==> src/rtl/event_fifo_drain_pkg.sv <==
// Shared definitions for the event-monitor read-side blocks: widths, beat math
// and the drain FSM state encoding.
package ea_mon_pkg;

  localparam int unsigned EVT_W     = 72;
  localparam int unsigned OUT_W_DEF = 8;
  localparam int unsigned CNT_W_DEF = 16;

  typedef enum logic [1:0] {
    IDLE = 2'd0,
    LOAD = 2'd1,
    SEND = 2'd2
  } drain_state_e;

  // Number of ow-bit beats needed to carry a w-bit record (ceiling division).
  function automatic int unsigned beats_f(input int unsigned w, input int unsigned ow);
    return (w + ow - 1) / ow;
  endfunction

endpackage

==> src/rtl/event_fifo_drain_if.sv <==
// Narrow valid/ready beat stream carrying serialised event records.
interface event_fifo_drain_if
  import ea_mon_pkg::*;
#(
  parameter int unsigned OUT_W = OUT_W_DEF
) ();

  logic             out_valid;
  logic             out_ready;
  logic [OUT_W-1:0] out_data;
  logic             out_last;

  modport master (
    output out_valid,
    output out_data,
    output out_last,
    input  out_ready
  );

  modport slave (
    input  out_valid,
    input  out_data,
    input  out_last,
    output out_ready
  );

endinterface

==> src/rtl/event_fifo_drain.sv <==
// Pops event records from the synchronous event FIFO and serialises each one
// LSB-chunk first onto the narrow beat stream, marking the final beat.
module event_fifo_drain
  import ea_mon_pkg::*;
#(
  parameter int unsigned W     = EVT_W,
  parameter int unsigned OUT_W = OUT_W_DEF,
  parameter int unsigned CNT_W = CNT_W_DEF
) (
  input  logic               clk,
  input  logic               rst_n,
  input  logic               enable,
  input  logic               fifo_empty,
  output logic               fifo_pop,
  input  logic [W-1:0]       fifo_data,
  event_fifo_drain_if.master out_if,
  output logic               busy,
  output logic [CNT_W-1:0]   frames_sent
);

  localparam int unsigned BEATS = beats_f(W, OUT_W);
  localparam int unsigned SH_W  = BEATS * OUT_W;
  localparam int unsigned IDX_W = (BEATS > 1) ? $clog2(BEATS) : 1;
  localparam logic [IDX_W-1:0] LAST_IDX = IDX_W'(BEATS - 1);

  drain_state_e     state_q, state_d;
  logic [SH_W-1:0]  sh_q, sh_d;
  logic [IDX_W-1:0] beat_q, beat_d;
  logic [CNT_W-1:0] frames_sent_q, frames_sent_d;
  logic             out_valid_q, out_valid_d;
  logic [OUT_W-1:0] out_data_q, out_data_d;
  logic             out_last_q, out_last_d;
  logic             busy_q, busy_d;
  logic             pop_c;

  // State and registered outputs
  always_ff @(posedge clk or negedge rst_n) begin
    if (!rst_n) begin
      state_q       <= IDLE;
      sh_q          <= '0;
      beat_q        <= '0;
      frames_sent_q <= '0;
      out_valid_q   <= 1'b0;
      out_data_q    <= '0;
      out_last_q    <= 1'b0;
      busy_q        <= 1'b0;
    end else begin
      state_q       <= state_d;
      sh_q          <= sh_d;
      beat_q        <= beat_d;
      frames_sent_q <= frames_sent_d;
      out_valid_q   <= out_valid_d;
      out_data_q    <= out_data_d;
      out_last_q    <= out_last_d;
      busy_q        <= busy_d;
    end
  end

  // Next-state, shift/beat bookkeeping and pop decision
  always_comb begin
    state_d       = state_q;
    sh_d          = sh_q;
    beat_d        = beat_q;
    frames_sent_d = frames_sent_q;
    pop_c         = 1'b0;

    case (state_q)
      IDLE: begin
        pop_c = enable & ~fifo_empty;
        if (pop_c) state_d = LOAD;
      end
      LOAD: begin
        sh_d    = SH_W'(fifo_data);
        beat_d  = '0;
        state_d = SEND;
      end
      SEND: begin
        if (out_valid_q && out_if.out_ready) begin
          sh_d = sh_q >> OUT_W;
          if (beat_q == LAST_IDX) begin
            if (frames_sent_q != '1) frames_sent_d = frames_sent_q + CNT_W'(1);
            beat_d  = '0;
            // Back-to-back records: the next pop overlaps the final handshake.
            pop_c   = enable & ~fifo_empty;
            state_d = pop_c ? LOAD : IDLE;
          end else begin
            beat_d = beat_q + IDX_W'(1);
          end
        end
      end
      default: state_d = IDLE;
    endcase

    out_valid_d = (state_d == SEND);
    out_data_d  = out_valid_d ? sh_d[OUT_W-1:0] : '0;
    out_last_d  = out_valid_d && (beat_d == LAST_IDX);
    busy_d      = (state_d != IDLE);
  end

  // Pop is held off while reset is asserted so the FIFO never sees a stray read.
  assign fifo_pop         = pop_c & rst_n;
  assign out_if.out_valid = out_valid_q;
  assign out_if.out_data  = out_data_q;
  assign out_if.out_last  = out_last_q;
  assign busy             = busy_q;
  assign frames_sent      = frames_sent_q;

endmodule

==> src/flat_wrapper.sv <==
// flat-port wrapper written by rule: the top's interface ports become plain ports
module event_fifo_drain_flat import ea_mon_pkg::*;
#(
  parameter int unsigned W     = EVT_W,
  parameter int unsigned OUT_W = OUT_W_DEF,
  parameter int unsigned CNT_W = CNT_W_DEF
)
  (clk, rst_n, enable, fifo_empty, fifo_pop, fifo_data, busy, frames_sent, out_if_out_valid, out_if_out_data, out_if_out_last, out_if_out_ready);
  event_fifo_drain_if #(.OUT_W(OUT_W)) out_if_i ();
  input  logic clk;
  input  logic rst_n;
  input  logic enable;
  input  logic fifo_empty;
  output logic fifo_pop;
  input  logic [W-1:0] fifo_data;
  output logic busy;
  output logic [CNT_W-1:0] frames_sent;
  output wire logic [$bits(out_if_i.out_valid)-1:0] out_if_out_valid;
  output wire logic [$bits(out_if_i.out_data)-1:0] out_if_out_data;
  output wire logic [$bits(out_if_i.out_last)-1:0] out_if_out_last;
  input wire logic [$bits(out_if_i.out_ready)-1:0] out_if_out_ready;
  assign out_if_out_valid = out_if_i.out_valid;
  assign out_if_out_data = out_if_i.out_data;
  assign out_if_out_last = out_if_i.out_last;
  assign out_if_i.out_ready = out_if_out_ready;
  event_fifo_drain #(.W(W), .OUT_W(OUT_W), .CNT_W(CNT_W)) u_core (.clk(clk), .rst_n(rst_n), .enable(enable), .fifo_empty(fifo_empty), .fifo_pop(fifo_pop), .fifo_data(fifo_data), .out_if(out_if_i), .busy(busy), .frames_sent(frames_sent));
endmodule
==> config.mk <==
export PLATFORM = sky130hd
export DESIGN_NAME = event_fifo_drain_flat
export DESIGN_NICKNAME = d
export VERILOG_FILES = /design/src/rtl/event_fifo_drain_pkg.sv /design/src/rtl/event_fifo_drain_if.sv /design/src/rtl/event_fifo_drain.sv /design/src/flat_wrapper.sv
export SDC_FILE = /design/constraint.sdc
export NUM_CORES = 1
export LEC_CHECK = 0
export ABC_AREA = 1
export BUFFER_PORTS_ARGS = -buffer_cell sky130_fd_sc_hd__buf_2
export CELL_PAD_IN_SITES_DETAIL_PLACEMENT = 0
export CELL_PAD_IN_SITES_GLOBAL_PLACEMENT = 1
export CORE_UTILIZATION = 44
export DETAILED_ROUTE_END_ITERATION = 12
export MAX_ROUTING_LAYER = met4
export PLACE_DENSITY = 0.8
export SLEW_MARGIN = 20
export SYNTH_ARGS = -nofsm -noshare
export SYNTH_HDL_FRONTEND = slang
export SYNTH_SLANG_ARGS = --single-unit
==> constraint.sdc <==
create_clock -name clk -period 3.1 [get_ports clk]
set_input_delay 0.31 -clock clk [delete_from_list [all_inputs] [get_ports clk]]
set_output_delay 0.31 -clock clk [all_outputs]
set_load 0.02 [all_outputs]
==> impl_results.md <==
* Status: complete, no violations
* Crit end category: output pin
* Iteration-0 DRC Markers at 164
* Number of enable flip-flop cells after synthesis at 0
* Clock Path Buffers at 2
* Largest area contributor in the netlist: dfrtp_1
* Initial DRT Pass Iterations at 4
* Starting Density at 46.1%
* YS warnings at 0
* H-tree depth at 3
* Global-route usage over all layers at 21.9%
* DRC at 0
* Top-area cell type share of the netlist area at 51.7%
* Final Max Tran Viols at 0
* Core area at 11,000 um^2
* Share of layout cells above drive strength 1 at 23.0%
* Synth Area per Inst at 9.01 um^2
* Clock latency on the worst-skew pair at 0.34 ns
* Port Buffers at 104
* Crit path kind: reg -> out
* Slew at the pin with the worst max-slew slack at 0.674 ns
* TritonCTS clock tree: built
* Global-route wire length before repair at 19,700 um
* Leak Pwr at 2.85 nW
* Yosys cell types at 34
* Die X at 109 um
* IO Pins at 105
* Nets at 731
* Die area at 12,000 um^2
* Crit Path Max Fanout at 59
* Most instantiated cells after synthesis: dfrtp_1 (105), nand2_1 (98), nor2_1 (83)
* Hold Path Class: in -> reg
* WP data required at 2.79 ns
* Via count at 4,159
* Asr flop ratio synth at 100%
* Worst Skew at 0.00462 ns
* Vias in the first global route at 4,081
* Final hold vios at 0
* Die Ht at 109 um
* Antenna Nets Post-Route at 0
* Cts hold-fix bufs at 1
* Initial antenna violation count at 0
* Routability cong. at 0.787
* #FFs+latches synth at 105
* RSZ-0062 raised after global routing: false
* TNS Setup at 0 ns
* Vias per cell at 5.25
* Diodes inserted at 0
* Post-Route WL at 12,000 um
* DR WL/cell at 15.1 um
* Clock net sink count at 105
* Largest net degree at the start of global routing at 121
* Post-route minimum period at 2.19 ns
* Row count at 38
* Fin util at 53.7%
* Most used DFF post-synth: dfrtp_1
* Setup Fix Bufs, Post-CTS at 0
* Area of the mapped netlist at 5080 um^2
* Total gr overflow at 0
* Post-DP HPWL at 8090 um
* Synth area leaders: dfrtp_1 (52%), a32oi_1 (9.7%), nand2_1 (7.2%)
* Total CTS buffers at 9
* Final period utilization at 70.6%
* Worst slew margin at 55.1%
* # setup viols final at 0
* Power per standard cell area at 932 nW/um^2
* Worst path arrival time at 1.88 ns
* Most frequent cell after synthesis: dfrtp_1
* Synthesis-to-layout area growth at 16.5%
* CTS Root Cell: clkbuf_16
* Startpoint Class: flop
* Clk pin slew, worst setup/hold paths at 0.07 ns
* Post_cts resized at 0
* Max cap viols at 0
* Register area share after synthesis at 51.7%
* Cells after Synth at 564
* FMAX at 457 MHz
* Maximum vdd drop at 0.583 mV
* Syn nets at 648
[final timing paths]
kind	start	to	slack, ns	cells after the start
min	fifo_data[69]	u_core.sh_q[69]$_DFFE_PN0P_	0.18	3
min in group asynchronous	rst_n	u_core.out_if.out_last$_DFF_PN0_	0.40	2
max in group asynchronous	rst_n	u_core.sh_q[0]$_DFF_PN0_	1.72	3
max	u_core.out_if.out_valid$_DFF_PN0_	fifo_pop	0.91	5
max reg2reg	u_core.state_q[0]$_DFF_PN0_	u_core.sh_q[21]$_DFFE_PN0P_	0.93	7
min reg2reg	u_core.sh_q[6]$_DFF_PN0_	u_core.sh_q[6]$_DFF_PN0_	0.48	2
[report_power, final]
part	total [W]	internal, W	leakage (nW)	switching, W
Clock	0.00106	0.000561	0.142	0.000497
Combinational	0.00222	0.000737	1.39	0.00148
Sequential	0.00224	0.00194	1.32	0.000304
[cell type report]
| cell class | instances | area, um^2 |
|---|---|---|
| Sequential cell | 105 | 2630 |
| Clock buffer | 10 | 239 |
| Inverter | 35 | 134 |
| Timing Repair Buffer | 110 | 583 |
| Multi-Input combinational cell | 386 | 2130 |
| Clock inverter | 6 | 33.8 |
| Tap cell | 140 | 175 |
| Fill cell | 1048 | 5110 |
[flip-flops by register name, summed over array words and instances, names as in the netlist]
register / cells
u_core.state_q: 2
u_core.sh_q: 72
u_core.out_if.out_last: 1
u_core.out_if.out_data: 8
u_core.frames_sent: 16
u_core.out_if.out_valid: 1
u_core.beat_q: 4
u_core.busy: 1
[per-layer routing]
| layer | share of wire (%) | vias to the layer above | track usage (%) |
|---|---|---|---|
| li1 | - | 2101 | - |
| met1 | 48 | 1969 | 29.1 |
| met2 | 48 | 75 | 34.8 |
| met3 | 3.4 | 14 | 4.21 |
| met4 | 0.97 | 0 | 5.24 |
| met5 | 0 | - | - |
[critical path: stages, from the launching register on]
cell	delay (ns)
dfrtp_1	0.40
nand2_4	0.11
inv_4	0.44
nand4_1	0.19
a21boi_0	0.19
buf_2	0.19
[logic make-up (layout without fill, tap and decap cells)]
kind of cell,after synthesis,count (layout),synth area share [%]
xor+xnor,10,10,1.72
flops,105,105,51.7
fa+ha+maj,7,7,1.72
compound gates,138,138,18.7
buf+inv,73,161,6.48
simple gates,231,231,19.7
[cells in the final DEF, fill, tap and decap left out, types with 7 or more instances in the layout]
master / instances
a21oi_1: 65
a32oi_1: 56
buf_2: 103
clkbuf_16: 9
dfrtp_1: 105
inv_1: 32
nand2_1: 98
nand3_1: 31
nor2_1: 83
o21ai_0: 7
[metrics by stage]
| step | power [W] | instance area, um^2 | hold slack, ns | worst slack, ns | cells |
|---|---|---|---|---|---|
| 2_1_floorplan | 0.00398 | 5080 | 0.0144 | 1.38 | 564 |
| 3_3_place_gp | 0.00441 | 5640 | 0.227 | 1.05 | 775 |
| 3_5_place_dp | 0.00449 | 5640 | 0.222 | 0.968 | 775 |
| 4_1_cts | 0.00556 | 5920 | 0.181 | 0.875 | 792 |
| 5_1_grt | 0.00598 | 5920 | 0.190 | 0.751 | 792 |
| 6_report | 0.00552 | 5920 | 0.184 | 0.911 | 792 |
(Power assumes the default switching activity.)
